### src/rtl/seq_ctrl_pkg.sv
// Shared types, constants and toggle function for the 3-bit T-flip-flop
// sequence counter (cycle 5, 2, 7, 0, 3, 1, 6, back to 5).
package seq_ctrl_pkg;

  typedef enum logic [1:0] {
    IDLE = 2'd0,
    RUN  = 2'd1,
    DONE = 2'd2
  } seq_state_t;

  localparam logic [2:0] SEQ_FIRST   = 3'd5;
  localparam logic [2:0] SEQ_LAST    = 3'd6;
  localparam logic [2:0] SEQ_ILLEGAL = 3'd4;

  // Per-bit toggle enables {Ta,Tb,Tc}; bit 2 = A, bit 1 = B, bit 0 = C.
  function automatic logic [2:0] seq_toggles(input logic [2:0] v);
    logic a, b, c;
    logic ta, tb, tc;
    a  = v[2];
    b  = v[1];
    c  = v[0];
    ta = (~b & c) | (a & c) | (~a & b & ~c);
    tb = a | ~b | c;
    tc = a | ~b | ~c;
    return {ta, tb, tc};
  endfunction

endpackage

### src/rtl/seq_counter_ctrl_if.sv
// Command/status bundle between a requester and seq_counter_ctrl.
// Optional macro: SEQ_CTRL_ILLEGAL_DET_EN adds the sticky err status line.
interface seq_counter_ctrl_if #(
  parameter int STEPS_W = 8
);
  logic               start;
  logic [2:0]         seed;
  logic [STEPS_W-1:0] steps;
  logic               hold;
  logic               abort;
  logic [2:0]         count;
  logic               busy;
  logic               done;
  logic               wrap;
`ifdef SEQ_CTRL_ILLEGAL_DET_EN
  logic               err;

  modport master (
    output start, seed, steps, hold, abort,
    input  count, busy, done, wrap, err
  );

  modport slave (
    input  start, seed, steps, hold, abort,
    output count, busy, done, wrap, err
  );
`else
  modport master (
    output start, seed, steps, hold, abort,
    input  count, busy, done, wrap
  );

  modport slave (
    input  start, seed, steps, hold, abort,
    output count, busy, done, wrap
  );
`endif
endinterface

### src/rtl/seq_tff_datapath.sv
// Three T flip-flops stepping through the fixed sequence, with parallel
// load and advance enable. wrap is registered with the 6 -> 5 advance.
// Optional macro: SEQ_CTRL_ILLEGAL_DET_EN forces value 4 to advance to 5.
module seq_tff_datapath
  import seq_ctrl_pkg::*;
#(
  parameter logic [2:0] RST_VAL = 3'd5
) (
  input  logic       clk,
  input  logic       rst,
  input  logic       load,
  input  logic [2:0] load_val,
  input  logic       adv,
  output logic [2:0] count,
  output logic       wrap
);

  logic [2:0] tog;

  // Toggle vector for the current value; 4 is steered back onto the cycle
  // only when illegal-state recovery is built in.
  always_comb begin
    tog = seq_toggles(count);
`ifdef SEQ_CTRL_ILLEGAL_DET_EN
    if (count == SEQ_ILLEGAL) begin
      tog = count ^ SEQ_FIRST;
    end
`endif
  end

  // T flip-flops: load has priority over advance; wrap marks the 6 -> 5 step.
  always_ff @(posedge clk or posedge rst) begin
    if (rst) begin
      count <= RST_VAL;
      wrap  <= 1'b0;
    end else begin
      wrap <= 1'b0;
      if (load) begin
        count <= load_val;
      end else if (adv) begin
        count <= count ^ tog;
        wrap  <= (count == SEQ_LAST);
      end
    end
  end

endmodule

### src/rtl/seq_counter_ctrl.sv
// Sequence counter controller: accepts a start/seed/steps command, advances
// the T-flip-flop datapath that many times (with hold/abort) and pulses done.
// Optional macro: SEQ_CTRL_ILLEGAL_DET_EN enables illegal-value (4)
// substitution and the sticky err flag.
//
// state | meaning
// IDLE  | waiting for start; count held
// RUN   | advancing once per cycle unless held; abort returns to IDLE
// DONE  | single-cycle completion pulse, then back to IDLE
module seq_counter_ctrl
  import seq_ctrl_pkg::*;
#(
  parameter int         STEPS_W = 8,
  parameter logic [2:0] RST_VAL = 3'd5
) (
  input logic               clk,
  input logic               rst,
  seq_counter_ctrl_if.slave bus
);

  localparam logic [STEPS_W-1:0] REM_ONE = STEPS_W'(1);

  seq_state_t         state_q, state_d;
  logic [STEPS_W-1:0] rem_q, rem_d;
  logic               load;
  logic               adv;
  logic [2:0]         load_val;
  logic [2:0]         count_w;
  logic               wrap_w;

  // Seed 4 is only remapped when illegal-state recovery is built in.
`ifdef SEQ_CTRL_ILLEGAL_DET_EN
  assign load_val = (bus.seed == SEQ_ILLEGAL) ? SEQ_FIRST : bus.seed;
`else
  assign load_val = bus.seed;
`endif

  // Next-state, remaining-steps and datapath control.
  always_comb begin
    state_d = state_q;
    rem_d   = rem_q;
    load    = 1'b0;
    adv     = 1'b0;
    case (state_q)
      IDLE: begin
        if (bus.start) begin
          load    = 1'b1;
          rem_d   = bus.steps;
          state_d = (bus.steps == '0) ? DONE : RUN;
        end
      end
      RUN: begin
        if (bus.abort) begin
          state_d = IDLE;
        end else if (!bus.hold) begin
          adv   = 1'b1;
          rem_d = rem_q - REM_ONE;
          if (rem_q == REM_ONE) begin
            state_d = DONE;
          end
        end
      end
      DONE: begin
        state_d = IDLE;
      end
      default: begin
        state_d = IDLE;
      end
    endcase
  end

  // State and remaining-steps registers.
  always_ff @(posedge clk or posedge rst) begin
    if (rst) begin
      state_q <= IDLE;
      rem_q   <= '0;
    end else begin
      state_q <= state_d;
      rem_q   <= rem_d;
    end
  end

`ifdef SEQ_CTRL_ILLEGAL_DET_EN
  logic err_q;

  // Sticky flag: set by a seed of 4 or by advancing out of 4.
  always_ff @(posedge clk or posedge rst) begin
    if (rst) begin
      err_q <= 1'b0;
    end else if ((load && bus.seed == SEQ_ILLEGAL) ||
                 (adv && count_w == SEQ_ILLEGAL)) begin
      err_q <= 1'b1;
    end
  end

  assign bus.err = err_q;
`endif

  seq_tff_datapath #(
    .RST_VAL (RST_VAL)
  ) u_dp (
    .clk      (clk),
    .rst      (rst),
    .load     (load),
    .load_val (load_val),
    .adv      (adv),
    .count    (count_w),
    .wrap     (wrap_w)
  );

  assign bus.count = count_w;
  assign bus.wrap  = wrap_w;
  assign bus.busy  = (state_q != IDLE);
  assign bus.done  = (state_q == DONE);

endmodule

### src/flat_wrapper.sv
// flat-port wrapper written by rule: the top's interface ports become plain ports
module seq_counter_ctrl_flat import seq_ctrl_pkg::*;
#(
  parameter int         STEPS_W = 8,
  parameter logic [2:0] RST_VAL = 3'd5
)
  (clk, rst, bus_start, bus_seed, bus_steps, bus_hold, bus_abort, bus_count, bus_busy, bus_done, bus_wrap);
  seq_counter_ctrl_if #(.STEPS_W(STEPS_W)) bus_i ();
  input logic clk;
  input logic rst;
  input wire logic [$bits(bus_i.start)-1:0] bus_start;
  input wire logic [$bits(bus_i.seed)-1:0] bus_seed;
  input wire logic [$bits(bus_i.steps)-1:0] bus_steps;
  input wire logic [$bits(bus_i.hold)-1:0] bus_hold;
  input wire logic [$bits(bus_i.abort)-1:0] bus_abort;
  output wire logic [$bits(bus_i.count)-1:0] bus_count;
  output wire logic [$bits(bus_i.busy)-1:0] bus_busy;
  output wire logic [$bits(bus_i.done)-1:0] bus_done;
  output wire logic [$bits(bus_i.wrap)-1:0] bus_wrap;
  assign bus_i.start = bus_start;
  assign bus_i.seed = bus_seed;
  assign bus_i.steps = bus_steps;
  assign bus_i.hold = bus_hold;
  assign bus_i.abort = bus_abort;
  assign bus_count = bus_i.count;
  assign bus_busy = bus_i.busy;
  assign bus_done = bus_i.done;
  assign bus_wrap = bus_i.wrap;
  seq_counter_ctrl #(.STEPS_W(STEPS_W), .RST_VAL(RST_VAL)) u_core (.clk(clk), .rst(rst), .bus(bus_i));
endmodule
### config.mk
export PLATFORM = sky130hd
export DESIGN_NAME = seq_counter_ctrl_flat
export DESIGN_NICKNAME = d
export VERILOG_FILES = /design/src/rtl/seq_ctrl_pkg.sv /design/src/rtl/seq_counter_ctrl_if.sv /design/src/rtl/seq_tff_datapath.sv /design/src/rtl/seq_counter_ctrl.sv /design/src/flat_wrapper.sv
export SDC_FILE = /design/constraint.sdc
export NUM_CORES = 1
export LEC_CHECK = 0
export BUFFER_PORTS_ARGS = -buffer_cell sky130_fd_sc_hd__buf_2
export CAP_MARGIN = 25
export CORE_MARGIN = 3
export CORE_UTILIZATION = 50
export CTS_BUF_LIST = sky130_fd_sc_hd__clkbuf_8
export CTS_CLUSTER_SIZE = 12
export DETAILED_ROUTE_END_ITERATION = 10
export GPL_TIMING_DRIVEN = 0
export PLACE_DENSITY = 0.73
export SLEW_MARGIN = 20
export SYNTH_ARGS = -nofsm -noshare
export SYNTH_HDL_FRONTEND = slang
export SYNTH_SLANG_ARGS = --single-unit
### constraint.sdc
create_clock -name clk -period 4.8 [get_ports clk]
set_clock_uncertainty 0.15 [all_clocks]
set_input_delay 0.24 -clock clk [delete_from_list [all_inputs] [get_ports clk]]
set_output_delay 0.24 -clock clk [all_outputs]
set_load 0.02 [all_outputs]
* Yosys cells after proc, flatten, opt, wreduce, memory -nomap -nowiden
Cells that the tools add are included.
Widths: inputs -> output; s select.
** Word-level totals
- Register bits :: 14
** Cells by class
- Add/sub/neg operators :: 1
- Equal/unequal tests :: 9
- Muxes and demuxes :: 19
- Bitwise operators :: 13
- Reductions and logical operators :: 7
** Operators with widths (number)
- $mux 8 :: 3
- $pmux 8 s2 :: 1
- $mux 2 :: 5
- $eq 8x1->1 const B :: 1
- $logic_not 8->1 :: 1
- $sub 8x1->8 const B :: 1
- $mux 1 :: 7
- $mux 3 :: 2
- $ne 2x2->1 const B :: 3
- $reduce_bool 2->1 :: 3
- $or 1x1->1 :: 5
- $and 1x1->1 :: 4
- $pmux 2 s2 :: 1
- $reduce_and 4->1 :: 1
- $eq 3x3->1 const B :: 1
- $ne 3x2->1 const B :: 1
- $ne 3x3->1 const B :: 1
- $not 1->1 :: 3
- $reduce_and 3->1 :: 1
- $xor 3x3->3 :: 1
- $eq 2x1->1 const B :: 1
- $eq 2x2->1 const B :: 1
- $logic_not 2->1 :: 1

* Logic depth before layout (Yosys ltp)
- Depth after elaboration :: 7
- Gate-level depth with buffers :: 6

* Modules after synthesis
From an unflattened synthesis, not the netlist that was laid out.
** Unflattened totals
- Cell total of the unflattened synthesis :: 102
- Area, all modules :: 887.1 µm²
** Modules (own cells, without submodules)
- seq_counter_ctrl :: times used 1, cells each 81, area an instance 679.4 µm², sequential area each 250.2 µm²
- seq_tff_datapath :: times used 1, cells each 21, area an instance 207.7 µm², sequential area each 102.6 µm²

* Worst setup path before layout
Ideal clock, no wire load.
- Path kind :: register to register
- From :: register u_core.rem_q[0]
- To :: register u_core.rem_q[6]
- Library setup time :: 0.079 ns
- Arrival time :: 1.645 ns
- Required time :: 4.571 ns
- Slack :: 2.925 ns
- Stages on the path, launching flop included :: 7
- Buffers on the path :: 0
- Clock period less this slack :: 1.875 ns
- Path through :: dfrtp_1 > inv_1 > ha_1 > or3b_4 > or3_1 > a21oi_1 > a2bb2oi_1
** On the way
- Longest elaborated chain between the ends :: 4
** RTL lines
- from (decl) :: line seq_counter_ctrl.sv:24 : logic [STEPS_W-1:0] rem_q, rem_d;
- from (signal assigned) :: line seq_counter_ctrl.sv:79 : rem_q <= rem_d;
- $sub 8x1->8 :: line seq_counter_ctrl.sv:57 : rem_d = rem_q - REM_ONE;
- $mux 8 :: line seq_counter_ctrl.sv:55 : end else if (!bus.hold) begin
- $mux 8 :: line seq_counter_ctrl.sv:53 : if (bus.abort) begin
- $pmux 8 s2 :: line seq_counter_ctrl.sv:44 : case (state_q)
Every way passes these cells. The select of a mux whose other input is x is not followed.
A chain may end at the register's enable or synchronous reset.

* Worst setup path in the final report
Ends and elaborated chain as after synthesis.

==> metrics <==
status completed; clk_lat worst skew 240 ps; GRT Total Usage 21.85%; Initial Utilization between 50% and 60%; Comb pwr share 33.7%; Final min period about 2100 ps; Post-Layout Inst Area around 1000 um2; CP Launch Type register; clock power share 24.4%; Hold Slack between 50 and 60 ps; Critical Path Fanout Max 5; top cells by area, synth dfrtp_1 (35%), dfstp_2 (6.2%), o21ai_0 (5.9%), nand2_1 (4.4%), mux2i_1 (3.5%); die area roughly 2200 um2; die height about 47 um; worst hold path cell count 3; Fin Setup TNS 0 ps; Avg WL per Cell about 15 um; GR Overflow Total 0; HPWL Detailed about 1500 um; Clock Tree Root clkbuf_8; final wirelength 2114 um; H-tree Lvls 1; Fmax achieved roughly 0.48 GHz; drt first pass iters 4; worst hold start bus_seed[0]; synth warn 0; worst hold path type in -> reg; unrepaired setup endpoints after global routing false; hold-critical path endpoint u_core.u_dp.count[0]; largest area contributor in the netlist dfrtp_1; pre-CTS setup slack 2770 ps; top-area cell type share of the netlist area around a third; Seq/Total Area, Yosys 41.41%; DP Area around 980 um2; vias in the first global route roughly 720; post-layout util 66.85%; total power roughly 0.5 mW; Clock Path Buffers 2; Pins Over Slew Limit 0; largest family of logic cells by synthesized area simple AND/OR/NAND/NOR gates; CTS tree done; CORE AREA ~1600 um2; TritonCTS buffer count 3; Sw Ratio a little under two fifths; Max-cap violations 0; Compound-Gate Fraction of Synth Area a little under a quarter; R2R cell count 6; Pint roughly 0.30 mW; Slew Limit Headroom between 60 and 70%; CP endpoint kind register; R2R Path Start u_core.rem_q[0]; number of fill cells 130; Post-Layout Cell Count roughly 140; diode count 0; cts hold-fix bufs 1; post-synthesis mux area share under 10%; Setup CP Type reg -> reg; Synth Area in Simple Gates between 20% and 30%; cell count after placement 136; crit path DAT 2090 ps; largest net degree at the start of global routing 15; Yosys reg bits 14; leakage 0.4816 nW; Post-Synth XOR/XNOR Area 0%; Iter 0 DRT Violations 39; adder-cell share of the synthesized area about 2.9%; Peak supply drop approximately 0.24 mV; Final Hold Fails 0; Setup Fix Bufs, Post-CTS 0; period utilization 43.23%; GP Congestion about 0.85; R2R setup slack around 2700 ps; Final setup viols 0; synth-to-layout area growth 22.32%; clock sinks 14; initial antenna violation count 0; Slew @ Worst Pin 534.3 ps; PD cells around 470 nW/um2; Flop pwr share around two fifths; clk slew on worst S/H paths ~60 ps; drc violations 0; Synthesized Nets 117; vias per std cell 5.979; port bufs 21; first-pass GRT wire length between 3000 and 4000 um; Post-CTS Resized 0; Cells after Synth 99; Vias roughly 840; die width roughly 47 um; num ports 22; Critical Path RT 4820 ps; Setup WS post-layout 2725 ps; RR Endpoint u_core.rem_q[6]; Synth cell types 32; row count 14; Post-DRT Antenna Nets 0; Sw Pwr ~0.18 mW; share of cells above drive strength 1 24.00%; number of nets in the layout approximately 140; average cell area after synthesis ~8.6 um2; Syn Std Cell Area 852.1 um2
## metal layers
| layer | track usage (%) | vias up | wire length [um] |
|---|---|---|---|
| met2 | 36.90 | 42 | 1026 |
| li1 | - | 417 | - |
| met4 | 6.630 | 0 | 12 |
| met5 | 0 | - | 0 |
| met1 | 28.50 | 382 | 890 |
| met3 | 3.448 | 2 | 183 |
## how the worst max path moves through the flow
stage,start,end
2_1_floorplan,u_core.rem_q[0],u_core.rem_q[6]
3_3_place_gp,u_core.rem_q[0],u_core.rem_q[6]
5_1_grt,u_core.rem_q[0],u_core.rem_q[6]
3_5_place_dp,u_core.rem_q[0],u_core.rem_q[6]
6_report,u_core.rem_q[0],u_core.rem_q[6]
4_1_cts,u_core.rem_q[0],u_core.rem_q[6]
## cells by family after synthesis
kind of cell | after synthesis
buf+inv | 9
compound gates | 31
fa+ha+maj | 2
mux | 3
simple gates | 40
flops | 14
## sequential cells by signal (all words and copies together), names as in the netlist
register,flops
u_core.u_dp.count,3
u_core.rem_q,8
u_core.u_dp.wrap,1
u_core.state_q,2
## synthesized netlist by cell type (all sizes together)
| cell type | count |
|---|---|
| and3 | 2 |
| or2 | 1 |
| or4b | 1 |
| ha | 2 |
| o21ai | 10 |
| a22o | 1 |
| nand2b | 1 |
| o31ai | 1 |
| nor3 | 3 |
| o22ai | 3 |
| a22oi | 1 |
| nor4 | 4 |
| a21oi | 5 |
| o21bai | 1 |
| nor2 | 8 |
| o2bb2ai | 1 |
| o21ba | 1 |
| or3b | 1 |
| inv | 5 |
| nor2b | 3 |
| nand2 | 10 |
| mux2i | 3 |
| nand3 | 3 |
| dfstp | 2 |
| a211oi | 1 |
| clkbuf | 4 |
| or3 | 1 |
| a2bb2oi | 3 |
| o211ai | 2 |
| a32oi | 1 |
| nor3b | 2 |
| dfrtp | 12 |
## layout make-up
cell class                      count  area, um2  area share (%)
Timing Repair Buffer               22      115.1           11.04
Multi-Input combinational cell     76      465.4           44.66
Tap cell                           16      20.02           1.921
Buffer                              4      15.01           1.441
Inverter                            5      18.77           1.801
Sequential cell                    14      352.8           33.85
Clock buffer                        4      55.05           5.282
## cell usage in the layout, fill, tap and decap left out, types with 3 or more instances in the layout
cell,netlist,final
o22ai_1,3,3
a21oi_1,5,5
o21ai_0,10,10
nor4_1,4,4
clkbuf_1,4,4
nand3_1,3,3
nor2b_1,3,3
clkbuf_8,0,4
a2bb2oi_1,3,3
nor3_1,3,3
dfrtp_1,12,12
nor2_1,8,8
mux2i_1,3,3
inv_1,5,5
nand2_1,10,10
buf_2,0,21
## power by group through the flow
stage	clock, mW	combinational [mW]	sequential [mW]
finish	0.119	0.164	0.204
global route	0.125	0.187	0.211
CTS	0.118	0.164	0.203
detailed placement	0	0.161	0.205
global placement	0	0.156	0.204
floorplan	0	0.113	0.205
## critical path, stage by stage, from the launching register on
cell	delay, ps
dfrtp_1	430
inv_1	140
ha_1	200
or3b_4	400
or3_1	340
a21oi_1	160
a2bb2oi_1	170
(Power assumes the default switching activity.)
